<file path="config.mk">
export PLATFORM = sky130hd
export DESIGN_NAME = lag_measure
export DESIGN_NICKNAME = d
export VERILOG_FILES = /design/src/rtl/lag_measure.sv
export SDC_FILE = /design/constraint.sdc
export NUM_CORES = 1
export LEC_CHECK = 0
export CAP_MARGIN = 10
export CORE_MARGIN = 5
export CORE_UTILIZATION = 42
export CTS_CLUSTER_SIZE = 40
export DETAILED_ROUTE_END_ITERATION = 7
export PLACE_DENSITY = 0.65
export SLEW_MARGIN = 5
export SYNTH_ARGS = -nofsm -noshare
export SYNTH_HDL_FRONTEND = slang
export SYNTH_SLANG_ARGS = --single-unit
</file>
<file path="constraint.sdc">
create_clock -name clock -period 5.3 [get_ports clock]
set_clock_uncertainty 0.15 [all_clocks]
set_input_delay 1.06 -clock clock [delete_from_list [all_inputs] [get_ports clock]]
set_output_delay 1.06 -clock clock [all_outputs]
set_load 0.01 [all_outputs]
</file>
<file path="src/rtl/lag_measure.sv">
// rtl/lag_measure.sv - multi-channel debounced input-lag timer with min/max/average statistics
// Each channel times start-to-sensor lag in tick units and keeps running statistics.
module lag_measure #(
  parameter int CHANNELS  = 2,
  parameter int CNT_WIDTH = 20,
  parameter int DEBOUNCE  = 16,
  parameter int AVG_SHIFT = 4
) (
  input  logic                          clock,
  input  logic                          reset,
  input  logic                          tick,
  input  logic                          start,
  input  logic                          clear,
  input  logic [CHANNELS-1:0]           sensor,
  output logic [CHANNELS-1:0]           armed,
  output logic [CHANNELS-1:0]           lag_valid,
  output logic [CHANNELS-1:0]           lag_timeout,
  output logic [CHANNELS*CNT_WIDTH-1:0] lag_out,
  output logic [CHANNELS*CNT_WIDTH-1:0] min_out,
  output logic [CHANNELS*CNT_WIDTH-1:0] max_out,
  output logic [CHANNELS*CNT_WIDTH-1:0] avg_out,
  output logic [CHANNELS-1:0]           avg_valid
);

  typedef enum logic {
    ST_IDLE  = 1'b0,
    ST_ARMED = 1'b1
  } state_t;

  localparam int DEB_W = $clog2(DEBOUNCE + 1);
  localparam int SUM_W = CNT_WIDTH + AVG_SHIFT;
  localparam logic [DEB_W-1:0] DEB_LAST = DEB_W'(DEBOUNCE - 1);

  genvar c;
  generate
    for (c = 0; c < CHANNELS; c++) begin : g_ch
      logic                 s_meta, s_sync;
      state_t               state, state_nx;
      logic [CNT_WIDTH-1:0] count, count_nx;
      logic [CNT_WIDTH-1:0] cand, cand_nx;
      logic                 cand_ok, cand_ok_nx;
      logic [DEB_W-1:0]     deb, deb_nx;
      logic                 hit, to_hit;
      logic [CNT_WIDTH-1:0] commit_val;

      logic                 valid_q, timeout_q;
      logic [CNT_WIDTH-1:0] lag_q;
      logic [CNT_WIDTH-1:0] min_q, max_q, avg_q;
      logic [SUM_W-1:0]     sum_q, sum_nx;
      logic [AVG_SHIFT-1:0] n_q;
      logic                 avg_valid_q;

      always_ff @(posedge clock) begin
        if (reset) begin
          s_meta <= 1'b0;
          s_sync <= 1'b0;
        end else begin
          s_meta <= sensor[c];
          s_sync <= s_meta;
        end
      end

      always_ff @(posedge clock) begin
        if (reset) begin
          state   <= ST_IDLE;
          count   <= '0;
          cand    <= '0;
          cand_ok <= 1'b0;
          deb     <= '0;
        end else begin
          state   <= state_nx;
          count   <= count_nx;
          cand    <= cand_nx;
          cand_ok <= cand_ok_nx;
          deb     <= deb_nx;
        end
      end

      // With DEBOUNCE=1 the commit happens in the same cycle the candidate would be latched.
      assign commit_val = cand_ok ? cand : count;

      always_comb begin
        state_nx   = state;
        count_nx   = count;
        cand_nx    = cand;
        cand_ok_nx = cand_ok;
        deb_nx     = deb;
        hit        = 1'b0;
        to_hit     = 1'b0;
        case (state)
          ST_ARMED: begin
            if (s_sync) begin
              deb_nx = deb + 1'b1;
              if (!cand_ok) begin
                cand_nx    = count;
                cand_ok_nx = 1'b1;
              end
            end else begin
              deb_nx     = '0;
              cand_ok_nx = 1'b0;
            end
            if (s_sync && deb == DEB_LAST) begin
              hit = 1'b1;
            end else if (tick && count == {CNT_WIDTH{1'b1}}) begin
              to_hit = 1'b1;
            end else if (tick) begin
              count_nx = count + 1'b1;
            end
            if (hit || to_hit) begin
              state_nx = ST_IDLE;
            end
          end
          default: begin
            state_nx = ST_IDLE;
          end
        endcase
        // A start always wins over the FSM, even in a commit cycle.
        if (start) begin
          state_nx   = ST_ARMED;
          count_nx   = '0;
          deb_nx     = '0;
          cand_ok_nx = 1'b0;
        end
      end

      always_ff @(posedge clock) begin
        if (reset) begin
          valid_q   <= 1'b0;
          timeout_q <= 1'b0;
          lag_q     <= '0;
        end else begin
          valid_q   <= hit | to_hit;
          timeout_q <= to_hit;
          if (hit) begin
            lag_q <= commit_val;
          end else if (to_hit) begin
            lag_q <= '1;
          end
        end
      end

      assign sum_nx = sum_q + SUM_W'(commit_val);

      always_ff @(posedge clock) begin
        if (reset || clear) begin
          min_q       <= '1;
          max_q       <= '0;
          sum_q       <= '0;
          n_q         <= '0;
          avg_q       <= '0;
          avg_valid_q <= 1'b0;
        end else begin
          avg_valid_q <= 1'b0;
          if (hit) begin
            if (commit_val < min_q) begin
              min_q <= commit_val;
            end
            if (commit_val > max_q) begin
              max_q <= commit_val;
            end
            if (n_q == {AVG_SHIFT{1'b1}}) begin
              avg_q       <= sum_nx[SUM_W-1:AVG_SHIFT];
              sum_q       <= '0;
              avg_valid_q <= 1'b1;
            end else begin
              sum_q <= sum_nx;
            end
            n_q <= n_q + 1'b1;
          end
        end
      end

      assign armed[c]                              = (state == ST_ARMED);
      assign lag_valid[c]                          = valid_q;
      assign lag_timeout[c]                        = timeout_q;
      assign avg_valid[c]                          = avg_valid_q;
      assign lag_out[c*CNT_WIDTH +: CNT_WIDTH]     = lag_q;
      assign min_out[c*CNT_WIDTH +: CNT_WIDTH]     = min_q;
      assign max_out[c*CNT_WIDTH +: CNT_WIDTH]     = max_q;
      assign avg_out[c*CNT_WIDTH +: CNT_WIDTH]     = avg_q;
    end
  endgenerate

endmodule

</file>
# == Word-level counts from Yosys, hierarchy flattened ==
# Cells that the tools add are included.
# totals
inputBits,7
memories,0
latch_bits,0
out_inout_bits,168
mem_bits_rw,0
register_bits,320
rom_bits,0
# op_classes
magnitude_cmp,4
div_mod_pow,0
shift,0
n_addsub,8
n_bitwise,8
mux,34
eq_ne,6
n_mul,0
n_reduce_logical,22
# op_table
op,n
20-bit two-way mux,6
24-bit by 20-bit adder with 24-bit output,2
24-bit two-way mux,2
20-bit by 1-bit adder with 20-bit output (second input constant),2
20-bit == test (second input constant),2
20-bit greater-than comparator,2
20-bit less-than comparator,2
1-bit two-way mux,24
2-bit AND reduction,8
5-bit by 1-bit adder with 5-bit output (second input constant),2
5-bit by 4-bit == test with 1-bit output (second input constant),2
5-bit two-way mux,2
4-bit by 1-bit adder with 4-bit output (second input constant),2
4-bit == test (second input constant),2
4-bit AND reduction,2
1-bit NOT,6
2-bit OR reduction,3
1-bit logical AND,4
2-bit nonzero test,2
1-bit logical OR,3
1-bit OR,2

# == Longest topological paths before layout ==
# Gate-level depths: netlist of run 1.
# depth
ltp_word,9
depth_mapped,15

# == Worst setup path before layout of run 1 ==
# OpenSTA, ideal clock, no wires.
# synth_path
kind,register to register
from,reg g_ch[0].cand_ok
to,reg g_ch[0].avg_q[13]
setup_time_ns,0.086
synth_period_minus_slack_ns,3.562
arrival_ns,3.326
stages_incl_launch_ff,14
path_slack_ns,1.738
path_cell_list,dfxtp_1 -> buf_6 -> clkbuf_1 -> mux2i_1 -> inv_1 -> ha_1 -> a21o_1 -> a31o_2 -> a31oi_2 -> o21ai_2 -> a2111oi_0 -> o31ai_1 -> xnor2_1 -> a211oi_1
# synth_via
elab_chain_len,2
# synth_rtl
item,line,rtl
"start, declared",41,"logic cand_ok, cand_ok_nx;"
"start signal, assigned",74,cand_ok <= cand_ok_nx;
20-bit two-way mux,n/a,
via g_ch[0].commit_val[4],44,logic [CNT_WIDTH-1:0] commit_val;
24-bit by 20-bit adder with 24-bit output,142,assign sum_nx = sum_q + SUM_W'(commit_val);
"end signal, assigned",162,avg_q <= sum_nx[SUM_W-1:AVG_SHIFT];
"end, declared",48,"logic [CNT_WIDTH-1:0] min_q, max_q, avg_q;"
# The timed path passes the listed nets, and every way through them passes these cells.
# A chain may end at the register's enable or synchronous reset.

# == Worst setup path in the final report of run 1 ==
# layout_path
from,reg g_ch[1].cand_ok
to,reg g_ch[1].min_q[2]
# layout_via
elab_chain_len,3
# layout_rtl
item,line,rtl
"start, declared",41,
"start signal, assigned",74,
20-bit two-way mux,n/a,
via g_ch[1].commit_val[5],44,
20-bit less-than comparator,155,if (commit_val < min_q) begin
2-bit AND reduction (no source line),n/a,
"end signal, assigned",156,min_q <= commit_val;
"end, declared",48,
# The timed path passes the listed nets, and every way through them passes these cells.

==> flow_summary.toml, run 1 <==
[placed_design]
gp_congestion = 0.927
dpl.hpwl_um = 32100
io_buffers = 174

[setup_path]
arrival_ns = 4.25
cp_num_cells = 13
cp_max_fo = 25
cp-start-kind = "flop"
slowest_delay_ns = 0.85
crit_buf_inv = 3
crit_path_end_kind = "flop"
r2r_cells = 13
critical_path_class = "reg -> reg"
crit_slowest_cell = "o211ai_1"
cp.required_ns = 5.61
crit_family = "compound AO/OA/AOI/OAI gates"
crit_chain = "buf_4, mux2i_1, inv_1, ha_1, a21o_1, a21o_1, a21oi_1, o211ai_1, a21oi_1, o211ai_1, buf_4, nor3_1, a31oi_1"

[power_and_ir_drop]
p_leak_nw = 8.20
peakVddDrop_mv = 0.203
power_per_cell_area_mw_per_mm2 = 261

[sta]
period_minus_slack_ns = 3.95
maxClockFrequency_mhz = 253
slew-limit-headroom = 0.283
slew_violations = 0
finalSetupViolations = 0
tightest_slew_ns = 1.08
finalSetupTns_ns = 0
grt_setup_unrepaired = "false"
hold_violations = 0
finalCritPeriodShare = 0.744

[cts]
clk_latency_ns = 0.54
postCtsSetupBuffers = 0
h-tree-depth = 2
path_clk_slew_ns = 0.06
cts.sinks = 320
post_cts_resized = 0
cts_tree = "built"
root_buffer = "clkbuf_16"
clockBufferDepth = 3
cts-buffers-inserted = 38
hold_buffers = 0

[hold_path]
hold_depth = 1
hold_path.class = "reg -> reg"

[logic_synthesis]
seq_area_frac_synth = 0.401
ys_warn_count = 0
netlist_instances = 1857
yosysTopAreaCellShare = 0.401
synth_area_mm2 = 0.0160
yosys-top-cells-area = "dfxtp_1 (40%), ha_1 (9.9%), a211oi_1 (6.3%)"
syn-num-nets = 1992
async_flop_share = 0
yosys_register_bits = 320
synth_edf_count = 0
ys_types = 61
yosys_most_used_dff = "dfxtp_1"
avgSynthCellArea_um2 = 8.60
synth_top_cell_by_area = "dfxtp_1"

[die]
die-area_mm2 = 0.0420
start_util = 0.425
row_count = 71
core-area_mm2 = 0.0376
num_io_pins = 175
die_x_um = 205
die_height_um = 205

[drt]
first_iter_violations = 649
wl_um = 43400
routed_via_density = 5.36
ant_nets = 0
dr.pass1.iters = 5
routedWlPerCell_um = 17.0
drc = 0
vias = 13700

[final_layout]
final_core_util = 0.517
nFillCells = 3517
final_cell_mix = "dfxtp_1 (320), nor2_1 (251), clkdlybuf4s50_1 (173), inv_1 (138)"
nets = 2147
antennaDiodeCount = 0
layout.cells.most_common = "dfxtp_1"
final_layout_size_suffix_gt1_frac = 0.0687
syn2layout_area_growth_pct = 21.8

[global_route]
grt_overflow_total = 0
antenna_found_initial = 0
grt_use_total = 0.203
grt_pass1_wl_um = 69500
grt_start_max_net_pins = 91
grt_pass1_vias = 13200

[status]
outcome = "complete, no violations"

[job]
drv_cap = 0
==> flip-flops by register name (all words and copies together), names as in the netlist <==
register          flops
g_ch.count           40
g_ch.deb             10
g_ch.timeout_q        2
g_ch.cand_ok          2
g_ch.n_q              8
g_ch.avg_valid_q      2
g_ch.avg_q           40
g_ch.s_meta           2
g_ch.s_sync           2
g_ch.lag_q           40
g_ch.max_q           40
g_ch.sum_q           48
g_ch.cand            40
g_ch.valid_q          2
g_ch.min_q           40
g_ch.state            2
==> layer usage <==
metal | share of wire | up-vias | track usage
li1 | - | 6831 | -
met1 | 0.45 | 6410 | 0.262
met2 | 0.47 | 340 | 0.344
met3 | 0.049 | 94 | 0.0318
met4 | 0.033 | 0 | 0.0720
met5 | 0 | - | 0
==> per-stage QoR <==
stage                     hold WS, ns  std cells  setup WS (ns)  power (mW)  area (um2)
after floorplan                 0.264       1857           1.74        2.55       16000
final                           0.285       2550           1.35        5.07       19400
after global routing            0.313       2550           1.02        5.25       19400
after global placement          0.275       2483           1.46        2.58       18200
after CTS                       0.286       2550           1.39        5.14       19400
after detailed placement        0.272       2483           1.41        2.58       18200
==> power by group <==
| group | leakage (nW) | switching, mW | internal (mW) |
|---|---|---|---|
| registers | 2.58 | 0.00920 | 2.42 |
| logic | 5.01 | 0.0730 | 0.0276 |
| clock network | 0.603 | 1.02 | 1.53 |
| total | 8.20 | 1.10 | 3.97 |
==> synth_stat cells, types with 38 or more instances <==
master and n:
dfxtp_1 320, nor2_1 253, inv_1 138, a211oi_1 134, nand2_1 134, ha_1 126
a21oi_1 113, clkbuf_1 75, o21ai_0 56, mux2i_1 42, xor2_1 42, a21o_1 40
xnor2_1 39, nand4_1 38
==> final cells by class <==
| cell class | instances | area [um2] | share of cell area |
|---|---|---|---|
| well taps | 511 | 639 | 0.0329 |
| flip-flops and latches | 320 | 6410 | 0.329 |
| multi-input cells | 1297 | 8610 | 0.443 |
| clock buffers | 55 | 1080 | 0.0558 |
| clock inverters | 12 | 136 | 0.00701 |
| repair buffers | 216 | 2050 | 0.106 |
| inverters | 139 | 522 | 0.0268 |
==> cell families after synthesis <==
group,after synthesis,share of synthesized area
buffers and inverters,240,0.0613
flip-flops,320,0.401
adder cells (fa/ha/maj),128,0.101
XOR/XNOR,81,0.0444
AND/OR/NAND/NOR,571,0.161
AO/OA/AOI/OAI,473,0.203
multiplexers,44,0.0284
==> worst paths after layout <==
path / start / end / slack (ns)
hold / removal: g_ch[1].s_meta / g_ch[1].s_sync / 0.28
hold reg to reg: g_ch[1].s_meta / g_ch[1].s_sync / 0.28
setup reg to reg: g_ch[1].cand_ok / g_ch[1].min_q[2] / 1.35
setup / recovery: g_ch[1].cand_ok / g_ch[1].min_q[2] / 1.35
Note: power is estimated with default switching activity, not from simulation.
==> run 2, diff against run 1 <==
Clock period 5.3 ns to 3.65 ns, I/O delays scaled along.
==> run 2 against run 1 <==
  * Cell count is 1.5% higher
  * First-iteration DRC count is 0.15% higher
  * Via count is 1.1% higher
  * Count of clock-buffer cells in the layout is 2 lower
  * Register-to-register slack worse by 1.1 ns
  * Critical path depth is 1 lower
  * Flip-flop and latch count stayed put
  * Routed wire length is 3.6% higher
  * Utilization is 1.1 points higher
  * Sequential share of layout area is 0.70 points lower
  * Largest cell class unchanged
==> flow_summary.toml, run 2 (synthesized netlist as in run 1, its figures left out) <==
[sta]
slew-limit-headroom = 0.523
finalSetupViolations = 0
tightest_slew_ns = 0.713
finalCritPeriodShare = 0.939
grt_setup_unrepaired = "false"
hold_violations = 0
maxClockFrequency_mhz = 292
period_minus_slack_ns = 3.43
finalSetupTns_ns = 0
slew_violations = 0
whs_ns = 0.287

[setup_path]
cp_max_fo = 18
r2r_setup_slack_ns = 0.22
r2r_cells = 12
crit_path_end_kind = "flop"
arrival_ns = 3.70
reg2reg_from = "g_ch[1].cand_ok"
cp-start-kind = "flop"
cp-startpoint = "g_ch[1].cand_ok"
critical_path_class = "reg -> reg"
cp.required_ns = 3.93

[job]
drv_cap = 0

[placed_design]
io_buffers = 174
dpl.hpwl_um = 33600
gp_congestion = 0.895

[drt]
wl_um = 44900
dr_wl_met3_um = 2380
routed_via_density = 5.35
ant_nets = 0
vias = 13800
first_iter_violations = 650
drc = 0
routedWlPerCell_um = 17.4
highest_layer = "met4"
wl_met1_um = 19700
dr.pass1.iters = 4
wl_met2_um = 21000

[die]
core-area_mm2 = 0.0376
die_x_um = 205
num_io_pins = 175
die-area_mm2 = 0.0420
start_util = 0.425
row_count = 71
die_height_um = 205

[hold_path]
hold_path.class = "reg -> reg"
hold_depth = 1
min_from = "g_ch[1].s_meta"

[power_and_ir_drop]
power_per_cell_area_mw_per_mm2 = 386
p_leak_nw = 8.41
peakVddDrop_mv = 0.324

[cts]
h-tree-depth = 2
cts_tree = "built"
cts.sinks = 320
cts-buffers-inserted = 38
root_buffer = "clkbuf_16"
post_cts_resized = 0
path_clk_slew_ns = 0.06
postCtsSetupBuffers = 0
clk_latency_ns = 0.55
clockBufferDepth = 3
hold_buffers = 0

[final_layout]
regMostFlops = "g_ch.sum_q"
antennaDiodeCount = 0
final_cell_mix = "dfxtp_1 (319), nor2_1 (251), clkdlybuf4s50_1 (173), inv_1 (138)"
final_core_util = 0.529
layout.cells.most_common = "dfxtp_1"
largest_reg_flops = 48
syn2layout_area_growth_pct = 24.5
multi_input_area_mm2 = 0.00862
final_layout_size_suffix_gt1_frac = 0.0882
seq_area_mm2 = 0.00641
nets = 2182
nFillCells = 3483

[global_route]
grt_pass1_wl_um = 71700
grt_overflow_total = 0
grt_pass1_vias = 13500
grt_use_total = 0.212
antenna_found_initial = 0
grt_start_max_net_pins = 53

[status]
outcome = "complete, no violations"
[run 2: cell types whose count changed in the layout (fill, tap and decap cells not counted), sizes merged]
cell and change:
buf +35, bufinv +3, clkinvlp +3, clkbuf -2
clkinv -1, inv -1
[run 2: stage by stage]
step,std cells,setup WS [ns],total power [mW],cell area (um2)
CTS,2587,0.135,7.75,19900
floorplan,1857,0.0882,3.70,16000
detailed placement,2518,0.179,3.76,18500
finish,2587,0.222,7.67,19900
global route,2587,0.0418,7.91,19900
global placement,2518,0.293,3.75,18500
[run 2: worst max-delay path, cell delays in order, from the launching register on]
cell	delay (ns)
dfxtp_1	0.45
buf_12	0.22
mux2i_1	0.24
inv_1	0.14
ha_1	0.28
a211oi_1	0.28
o21bai_1	0.14
a21oi_1	0.25
o22ai_1	0.22
or3_1	0.37
a21boi_1	0.22
xnor2_1	0.11
a22o_1	0.21
[run 2: path summary, 6_finish.rpt]
| path | endpoint |
|---|---|
| worst max-delay path | g_ch[1].sum_q[19] |
| worst min-delay path | g_ch[1].s_sync |
| worst max register to register | g_ch[1].sum_q[19] |
| worst min register to register | g_ch[1].s_sync |
[run 2: where the power goes]
part           switching (mW)  leakage (nW)  internal, mW
registers              0.0144          2.58          3.51
logic                   0.108          5.18        0.0463
clock network            1.54         0.641          2.45
total                    1.66          8.41          6.00
[run 2: final cells by class]
class,instances,share of cell area
multi-input combinational,1297,0.434
sequential,320,0.322
timing repair buffer,251,0.119
clock buffer,53,0.0547
tap,511,0.0322
inverter,139,0.0263
clock inverter,16,0.0118
[run 2: layer usage]
layer,vias to the layer above,track usage
li1,6911,-
met1,6496,0.269
met2,321,0.358
met3,103,0.0351
met4,0,0.0864
met5,-,0
==> run 3, diff against run 2 <==
Settings changed: HOLD_SLACK_MARGIN set to 0.15, SLEW_MARGIN 5 to 20, TNS_END_PERCENT set to 50.
==> results of run 3 <==
No change in the layout: final DEF, timing and power equal those of run 2.
